$ cat config.mk
export PLATFORM = sky130hd
export DESIGN_NAME = hazard_ctrl
export DESIGN_NICKNAME = d
export VERILOG_FILES = /design/src/rtl/hazard_ctrl.sv
export SDC_FILE = /design/constraint.sdc
export NUM_CORES = 1
export LEC_CHECK = 0
export BUFFER_PORTS_ARGS = -buffer_cell sky130_fd_sc_hd__buf_2
export CAP_MARGIN = 20
export CORE_ASPECT_RATIO = 1.5
export CORE_MARGIN = 3
export CORE_UTILIZATION = 55
export DETAILED_ROUTE_END_ITERATION = 10
export HOLD_SLACK_MARGIN = 0.08
export PLACE_DENSITY_LB_ADDON = 0.08
export SYNTH_ARGS = -nofsm -noshare
export SYNTH_HDL_FRONTEND = slang
export SYNTH_SLANG_ARGS = --single-unit
export TNS_END_PERCENT = 5
$ cat constraint.sdc
create_clock -name clk -period 4 [get_ports clk]
set_input_delay 0.6 -clock clk [delete_from_list [all_inputs] [get_ports clk]]
set_output_delay 0.6 -clock clk [all_outputs]
set_load 0.03 [all_outputs]
$ cat src/rtl/hazard_ctrl.sv
`default_nettype none
// ============================================================================
// Module      : hazard_ctrl
// Description : Pipeline hazard controller for a 5-stage RV32I core with
//               branches resolved in ID. Keeps a shadow copy of the
//               destination register and op class held in EX and MEM, and
//               from it derives operand-forwarding selects, load-use stalls,
//               control-flow flushes and stall/flush performance counters.
// Ports       : clk, rst_n              - clock, async active-low reset
//               rs1_ID/rs2_ID/rd_ID     - ID register addresses
//               rs1use_ID/rs2use_ID     - ID operand-use hints
//               hazard_optype_ID        - 00 none, 01 ALU, 10 load, 11 store
//               Branch_ID               - ID redirects the PC
//               PC_EN_IF, reg_FD_EN     - front-end enables (low on stall)
//               reg_FD_flush            - IF/ID flush on redirect
//               reg_DE_flush            - ID/EX bubble on stall
//               forward_ctrl_A/B        - 00 RF, 01 EX ALU, 10 MEM ALU,
//                                         11 MEM load data
//               forward_ctrl_ls         - EX store data from MEM load data
//               stall_cnt, flush_cnt    - wrapping event counters
// Revision    : 1.0 - initial release
// ============================================================================
module hazard_ctrl #(
    parameter int CNT_W = 32
) (
    input  logic             clk,
    input  logic             rst_n,
    input  logic [4:0]       rs1_ID,
    input  logic [4:0]       rs2_ID,
    input  logic [4:0]       rd_ID,
    input  logic             rs1use_ID,
    input  logic             rs2use_ID,
    input  logic [1:0]       hazard_optype_ID,
    input  logic             Branch_ID,
    output logic             PC_EN_IF,
    output logic             reg_FD_EN,
    output logic             reg_FD_flush,
    output logic             reg_DE_flush,
    output logic [1:0]       forward_ctrl_A,
    output logic [1:0]       forward_ctrl_B,
    output logic             forward_ctrl_ls,
    output logic [CNT_W-1:0] stall_cnt,
    output logic [CNT_W-1:0] flush_cnt
);

    localparam logic [1:0] c_op_none  = 2'b00;
    localparam logic [1:0] c_op_alu   = 2'b01;
    localparam logic [1:0] c_op_load  = 2'b10;
    localparam logic [1:0] c_op_store = 2'b11;

    localparam logic [1:0] c_fwd_rf       = 2'b00;
    localparam logic [1:0] c_fwd_ex_alu   = 2'b01;
    localparam logic [1:0] c_fwd_mem_alu  = 2'b10;
    localparam logic [1:0] c_fwd_mem_load = 2'b11;

    localparam logic [CNT_W-1:0] c_cnt_one = {{(CNT_W-1){1'b0}}, 1'b1};

    // Shadow state of the EX and MEM stages
    logic [4:0]       rd_ex_q,  rd_ex_d;
    logic [1:0]       op_ex_q,  op_ex_d;
    logic             ls_ex_q,  ls_ex_d;
    logic [4:0]       rd_mem_q, rd_mem_d;
    logic [1:0]       op_mem_q, op_mem_d;
    logic [CNT_W-1:0] stall_cnt_q, stall_cnt_d;
    logic [CNT_W-1:0] flush_cnt_q, flush_cnt_d;

    // Hazard detection
    logic       w_prod_ex;
    logic       w_prod_mem;
    logic       w_a_ex, w_b_ex, w_a_mem, w_b_mem;
    logic       w_a_load_ex, w_b_load_ex;
    logic       w_load_use;
    logic       w_ls_hit;
    logic       w_stall;
    logic       w_fd_flush;

    always_comb begin
        // A stage only produces a forwardable value when it writes a
        // non-zero rd; this also keeps x0 from ever matching.
        w_prod_ex  = (rd_ex_q != 5'd0) &&
                     ((op_ex_q == c_op_alu) || (op_ex_q == c_op_load));
        w_prod_mem = (rd_mem_q != 5'd0) &&
                     ((op_mem_q == c_op_alu) || (op_mem_q == c_op_load));

        w_a_ex  = rs1use_ID && (rs1_ID == rd_ex_q)  && w_prod_ex;
        w_b_ex  = rs2use_ID && (rs2_ID == rd_ex_q)  && w_prod_ex;
        w_a_mem = rs1use_ID && (rs1_ID == rd_mem_q) && w_prod_mem;
        w_b_mem = rs2use_ID && (rs2_ID == rd_mem_q) && w_prod_mem;

        w_a_load_ex = w_a_ex && (op_ex_q == c_op_load);
        w_b_load_ex = w_b_ex && (op_ex_q == c_op_load);
        w_load_use  = w_a_load_ex || w_b_load_ex;

        // A store whose data (rs2) alone comes from the load in EX need not
        // wait: the load value is picked up in EX one cycle later.
        w_ls_hit = (hazard_optype_ID == c_op_store) && w_b_load_ex && !w_a_load_ex;
        w_stall  = w_load_use && !w_ls_hit;

        // Stall suppresses the redirect: the branch operands are not valid
        // yet, so the branch is re-evaluated on the following cycle.
        w_fd_flush = rst_n && Branch_ID && !w_stall;
    end

    // Forward select; youngest producer (EX) takes priority over MEM
    always_comb begin
        forward_ctrl_A = c_fwd_rf;
        if (w_a_ex && (op_ex_q == c_op_alu)) begin
            forward_ctrl_A = c_fwd_ex_alu;
        end else if (w_a_mem && (op_mem_q == c_op_alu)) begin
            forward_ctrl_A = c_fwd_mem_alu;
        end else if (w_a_mem && (op_mem_q == c_op_load)) begin
            forward_ctrl_A = c_fwd_mem_load;
        end

        forward_ctrl_B = c_fwd_rf;
        if (w_b_ex && (op_ex_q == c_op_alu)) begin
            forward_ctrl_B = c_fwd_ex_alu;
        end else if (w_b_mem && (op_mem_q == c_op_alu)) begin
            forward_ctrl_B = c_fwd_mem_alu;
        end else if (w_b_mem && (op_mem_q == c_op_load)) begin
            forward_ctrl_B = c_fwd_mem_load;
        end
    end

    // Next-state: MEM takes EX; EX takes ID unless a bubble is injected
    always_comb begin
        rd_mem_d = rd_ex_q;
        op_mem_d = op_ex_q;
        rd_ex_d  = rd_ID;
        op_ex_d  = hazard_optype_ID;
        ls_ex_d  = w_ls_hit;
        if (w_stall) begin
            rd_ex_d = 5'd0;
            op_ex_d = c_op_none;
            ls_ex_d = 1'b0;
        end

        stall_cnt_d = stall_cnt_q;
        flush_cnt_d = flush_cnt_q;
        if (w_stall) begin
            stall_cnt_d = stall_cnt_q + c_cnt_one;
        end
        if (w_fd_flush) begin
            flush_cnt_d = flush_cnt_q + c_cnt_one;
        end
    end

    always_ff @(posedge clk or negedge rst_n) begin
        if (!rst_n) begin
            rd_ex_q     <= 5'd0;
            op_ex_q     <= c_op_none;
            ls_ex_q     <= 1'b0;
            rd_mem_q    <= 5'd0;
            op_mem_q    <= c_op_none;
            stall_cnt_q <= '0;
            flush_cnt_q <= '0;
        end else begin
            rd_ex_q     <= rd_ex_d;
            op_ex_q     <= op_ex_d;
            ls_ex_q     <= ls_ex_d;
            rd_mem_q    <= rd_mem_d;
            op_mem_q    <= op_mem_d;
            stall_cnt_q <= stall_cnt_d;
            flush_cnt_q <= flush_cnt_d;
        end
    end

    assign PC_EN_IF        = !w_stall;
    assign reg_FD_EN       = !w_stall;
    assign reg_DE_flush    = w_stall;
    assign reg_FD_flush    = w_fd_flush;
    assign forward_ctrl_ls = ls_ex_q;
    assign stall_cnt       = stall_cnt_q;
    assign flush_cnt       = flush_cnt_q;

endmodule
`default_nettype wire
==> metrics, run 1 <==
Sink Count=79; # DRC=0; Post-Route Setup TNS=0 ns; GP Congestion=about 0.91; final std cell area, no fill=approximately 0.0046 mm^2; Fin Hold WS=~0.41 ns; DR WL met2=approximately 4400 um; synth warn=0; TritonCTS Buffers=9; core footprint=0.00667 mm^2; multi-input logic area=0.00179 mm^2; Row Count=36; crit path kind=register to output pin; met3 wire length=around 430 um; clock buffer depth=2; clock transition at the registers of the reported paths=0.08 ns; top-count cell post-synth=dfrtp_1; syn_area_per_cell=10.7 um^2; H-tree Lvls=3; clk_lat worst skew=around 0.35 ns; Unique masters post-synth=33; maxcap violations=0; Routed Antenna Nets=0; Placement Cell Area=0.00441 mm^2; Synth area leader=dfrtp_1; Layout fillers=roughly 540; Hold Fails Final Rpt=0; Initial Util=0.580; layout cells sized above 1=0.268; Main synth FF type=dfrtp_1; DR vias/cell=around 5.7; antenna violations before repair=0; #FFs+latches synth=79; Hold Crit Class=register to register; Die ar.=a little over 0.008 mm^2; Area contributors post-synth=dfrtp_1 (51%), xnor2_1 (9.5%), xor2_1 (8.4%); Layout area overhead=19.6%; global route overflow=0; largest net degree at the start of global routing=79; CP endpoint kind=output pin; HPWL Detailed=6070 um; nets=486; Worst Tran Pin Value=0.979 ns; CP Launch Type=register; Syn Inst Count=360; Post-Synth Adder-Cell Area=0.0194; Async SR Flop Fraction=1.00; slew margin rel.=0.342; first-pass GRT wire length=14200 um; total number of vias=3057; drt pass-1 iters=4; sequential cell area=about 0.0020 mm^2; number of DRC markers in iteration 0=approximately 150; P per Cell Area=388 mW/mm^2; syn_nets=between 300 and 400; DIE HEIGHT=109 um; All-Layer GR Usage=0.230; top routing layer used=met4; Seq/Total Area, Yosys=0.511; # setup viols final=0; Post-synth top cells=dfrtp_1 (79), xnor2_1 (42), xor2_1 (37); largest family of logic cells by synthesized area=simple AND/OR/NAND/NOR gates; n_diodes=0; fmax=319 MHz; CTS tree=yes; Post-synth EDFFs=0; final wirelength=8590 um; Die W=74.5 um; Final Cycle Share=0.784; mux contribution to synthesized area=0.00291; Static Leakage=0.00236 uW; CP Max Fanout=11; CP Data Arrival Time=around 2.5 ns; Worst EP required=3.40 ns; compound-cell area share of the yosys netlist=0.0165; peak supply drop=0.334 mV; Synth Area in Simple Gates=0.245; Setup Skew=between 0.009 and 0.01 ns; mapped cell area=between 0.003 and 0.004 mm^2; status=finished, final reports clean; xor and xnor area share after synthesis=0.179; CTS root buf=clkbuf_8; # IOs=95; max-slew violation count=0; vias in the first global route=around 3000; Yosys top cell area share=0.511; Routed wire per std cell=15.9 um; wl on met1=3620 um; Tmin final=3.14 ns; PortBufs=94; post-cts sizing count=0; RSZ-0062 raised after global routing=false
==> layout by cell type (no fill, tap or decap), types with 10 or more instances in the layout <==
cell and instances:
buf_2 93, dfrtp_1 79, xnor2_1 42, xor2_1 37
nand4_1 32, nand2_1 27, nand3_1 23, nor4_1 16
and3_1 15, nor3_1 12, clkbuf_8 12, nor2_1 11
inv_1 10
==> worst paths after layout <==
| check | startpoint | end | slack (ns) | cells past startpoint |
|---|---|---|---|---|
| min in group asynchronous | rst_n | flush_cnt[4] | 0.61 | 2 |
| min reg2reg | op_ex_q[0] | op_mem_q[0] | 0.41 | 0 |
| min | op_ex_q[0] | op_mem_q[0] | 0.41 | 0 |
| max | rd_ex_q[1] | reg_FD_flush | 0.86 | 7 |
| max reg2reg | op_ex_q[0] | stall_cnt[31] | 1.45 | 7 |
| max in group asynchronous | rst_n | stall_cnt[31] | 2.25 | 3 |
==> per-layer routing <==
metal | vias to the layer above | global-route usage
met5 | - | 0
li1 | 1470 | -
met3 | 11 | 0.0480
met2 | 83 | 0.375
met1 | 1493 | 0.292
met4 | 0 | 0.0980
==> repair_timing <==
action                    in CTS  in global routing
hold buffers                   1                  0
hold endpoints to repair       1                  0
buffers inserted               0                  0
==> logic make-up after synthesis <==
kind of cell               count (synthesis)
muxes                                      1
AOI/OAI and AO/OA                          8
adders and majority gates                  6
xor gates and xnor gates                  79
DFF                                       79
and+or+nand+nor                          164
buffers and inverters                     23
==> state kept, by name, summed over array words and instances, names as in the netlist <==
register	flops
rd_ex_q	5
op_mem_q	2
flush_cnt	32
stall_cnt	32
op_ex_q	2
forward_ctrl_ls	1
rd_mem_q	5
==> per-stage QoR <==
stage               total power, uW  worst slack, ns  cells   util
detailed placement             1200             1.11    522  0.661
global placement               1190             1.18    522  0.661
floorplan                      1090             1.17    360      -
CTS                            1810            0.845    539  0.694
finish                         1790            0.864    539  0.694
global route                   1880            0.603    539  0.694
==> critical path, cell delays in order, from the launching register on <==
cell and delay (ns):
dfrtp_1 0.43, or4_1 0.55, nor2_2 0.14, nand4bb_1 0.20, a2bb2oi_2 0.19, inv_2 0.14, nor2_1 0.28, buf_2 0.26
==> cell type report <==
cell class              count  share of cell area
clock buffers              13              0.0365
clock inverters             3             0.00865
inverters                  11             0.00892
multi-input cells         258               0.387
flip-flops and latches     79               0.427
well taps                  76              0.0206
repair buffers             99               0.111
==> power breakdown <==
| part | switching [uW] | leakage [uW] | internal (uW) |
|---|---|---|---|
| clock network | 271 | 0.000109 | 338 |
| registers | 65.0 | 0.00105 | 842 |
| logic | 188 | 0.00120 | 90.6 |
No activity file was read; power rests on OpenSTA's default activity.
==> inputs of run 2 (changes only) <==
Settings changed: ABC_AREA set to 1.
Clock period 4 ns to 2.96 ns, I/O delays scaled along.
==> metrics, run 2 <==
status=finished, final reports clean; Buf/Inv on CP=5; DR vias/cell=between 5 and 6; Critical R2R Launch=flush_cnt[0]; clock transition at the registers of the reported paths=0.06 ns; Hold Fails Final Rpt=0; Unique masters post-synth=34; core footprint=0.00899 mm^2; Post-synth EDFFs=0; # setup viols final=0; nets=872; Syn Inst Count=751; CP endpoint kind=output pin; Seq/Total Area, Yosys=0.383; largest family of logic cells by synthesized area=simple AND/OR/NAND/NOR gates; Main synth FF type=dfrtp_1; Setup Skew=0.00762 ns; CP Data Arrival Time=2.10 ns; multi-input logic area=0.00273 mm^2; Final Cycle Share=0.858; n_diodes=0; HP Start=rd_ID[3]; PortBufs=94; Post-Route Setup TNS=0 ns; total number of vias=5106; combinational power share=0.108; clk_lat worst skew=0.34 ns; HPWL Detailed=approximately 11000 um; mapped cell area=0.00516 mm^2; global route overflow=0; final std cell area, no fill=between 0.005 and 0.006 mm^2; Tmin final=2.54 ns; H-tree Lvls=3; Initial Util=0.574; Worst EP required=~2.5 ns; most frequent CP cell=inv_1; All-Layer GR Usage=0.274; CP Max Fanout=25; slew margin rel.=0.526; critical path depth=7; maxcap violations=0; #FFs+latches synth=79; first-pass GRT wire length=23300 um; layout cells sized above 1=0.160; CP max-delay cell=dlygate4sd3_1; crit path launch=rst_n; CTS root buf=clkbuf_16; max-slew violation count=0; Routed wire per std cell=~15 um; DIE HEIGHT=around 120 um; syn_area_per_cell=6.87 um^2; Static Leakage=about 0.003 uW; r2r endpoint=flush_cnt[20]; CTS tree=yes; # IOs=95; P per Cell Area=~440 mW/mm^2; drt pass-1 iters=5; Die W=85.1 um; Layout fillers=823; post-cts sizing count=0; Placement Cell Area=0.00564 mm^2; Async SR Flop Fraction=1.00; final wirelength=14200 um; Worst Tran Pin Value=roughly 0.71 ns; Setup crit end=reg_FD_flush; top-count cell post-synth=nand2_1; synth warn=0; vias in the first global route=4924; CP delay by family, top=buffers and inverters; TritonCTS Buffers=9; clock buffer depth=2; sequential cell area=roughly 0.0020 mm^2; xor and xnor area share after synthesis=0.0730; Sw Ratio=0.274; Routed Antenna Nets=0; FF-to-FF path depth=8; Psw=710 uW; GP Congestion=0.988; antenna violations before repair=0; most frequent cells in the layout=nand2_1 (303), buf_2 (93), nor2_1 (88); peak supply drop=0.302 mV; Post-synth top cells=nand2_1 (303), nor2_1 (88), dfrtp_1 (79); Hold Crit Class=primary input to register; RSZ-0062 raised after global routing=false; syn_nets=about 780; Synth area leader=dfrtp_1; CP Launch Type=primary input; largest net degree at the start of global routing=57; clock power share=0.437; r2r setup slk=0.68 ns; crit path kind=primary input to output pin; Layout area overhead=15.4%; Setup Buffers After CTS=0; compound-cell area share of the yosys netlist=0.0252; fmax=about 390 MHz; Sink Count=79; number of DRC markers in iteration 0=305; Area contributors post-synth=dfrtp_1 (38%), nand2_1 (22%), nor2_1 (6.4%); Reg power frac=0.456; most common cell after layout, fill and taps aside=nand2_1; mux contribution to synthesized area=0; Synth Area in Simple Gates=0.416; Yosys top cell area share=0.383; Hold Buf Count CTS=1; CP max stage delay=between 0.5 and 0.6 ns; Die ar.=0.0106 mm^2; Post-Synth Adder-Cell Area=0.0145; Pint=1880 uW; # DRC=0; Row Count=42; worst-path cell chain=dlygate4sd3_1 > buf_4 > nand2_1 > inv_1 > nand2_8 > inv_1 > buf_2
==> run 2: cell types whose count changed in the layout (fill, tap and decap cells not counted), moves of 17 or more <==
cell and change:
nand3_1 +30, nor2_1 +77, inv_1 +64, nand4_1 -17, nand2_1 +276, xnor2_1 -25, nor3_1 +18
==> run 2: through the flow <==
step / total power [uW] / utilization / cells / hold WS, ns / worst slack (ns)
after floorplan: 1370 / - / 751 / 0.148 / 0.867
after detailed placement: 1480 / 0.628 / 942 / 0.363 / 0.794
after CTS: 2620 / 0.663 / 959 / 0.308 / 0.400
final: 2590 / 0.663 / 959 / 0.315 / 0.420
after global placement: 1480 / 0.628 / 942 / 0.356 / 0.828
after global routing: 2700 / 0.663 / 959 / 0.326 / 0.303
==> run 2: worst min-delay path by stage <==
stage                         endpoint  slack (ns)  depth (start not counted)
final                       rd_ex_q[3]        0.32                          3
after global placement     op_mem_q[0]        0.36                          1
after detailed placement   op_mem_q[1]        0.36                          1
after CTS                   rd_ex_q[3]        0.31                          3
after floorplan           flush_cnt[0]        0.15                          0
after global routing        rd_ex_q[2]        0.33                          3
==> run 2: layout make-up <==
class / count / area share
timing repair buffer: 100 / 0.0874
inverter: 76 / 0.0479
clock buffer: 10 / 0.0401
tap: 110 / 0.0231
sequential: 79 / 0.332
clock inverter: 6 / 0.0115
multi-input combinational: 578 / 0.458
==> run 2: power by group through the flow <==
stage / sequential, uW / clock [uW] / combinational, uW
after global placement: 1200 / 0 / 277
after global routing: 1190 / 1190 / 311
after floorplan: 1230 / 0 / 138
final: 1180 / 1130 / 279
after detailed placement: 1200 / 0 / 281
after CTS: 1180 / 1160 / 283
==> run 2: worst min-delay path, stage by stage <==
cell	delay, ns
buf_2	0.09
inv_1	0.04
nor2_1	0.04
==> run 2: cell families after synthesis <==
logic type | count (synthesis)
AOI/OAI and AO/OA | 18
xor gates and xnor gates | 43
adders and majority gates | 6
buffers and inverters | 94
DFF | 79
and+or+nand+nor | 511
==> run 2: metal layers <==
metal,global-route usage,routed length [um],vias up
met5,0,0,-
met4,0.140,649,0
li1,-,-,2523
met3,0.0410,648,41
met2,0.492,7660,180
met1,0.304,5280,2362
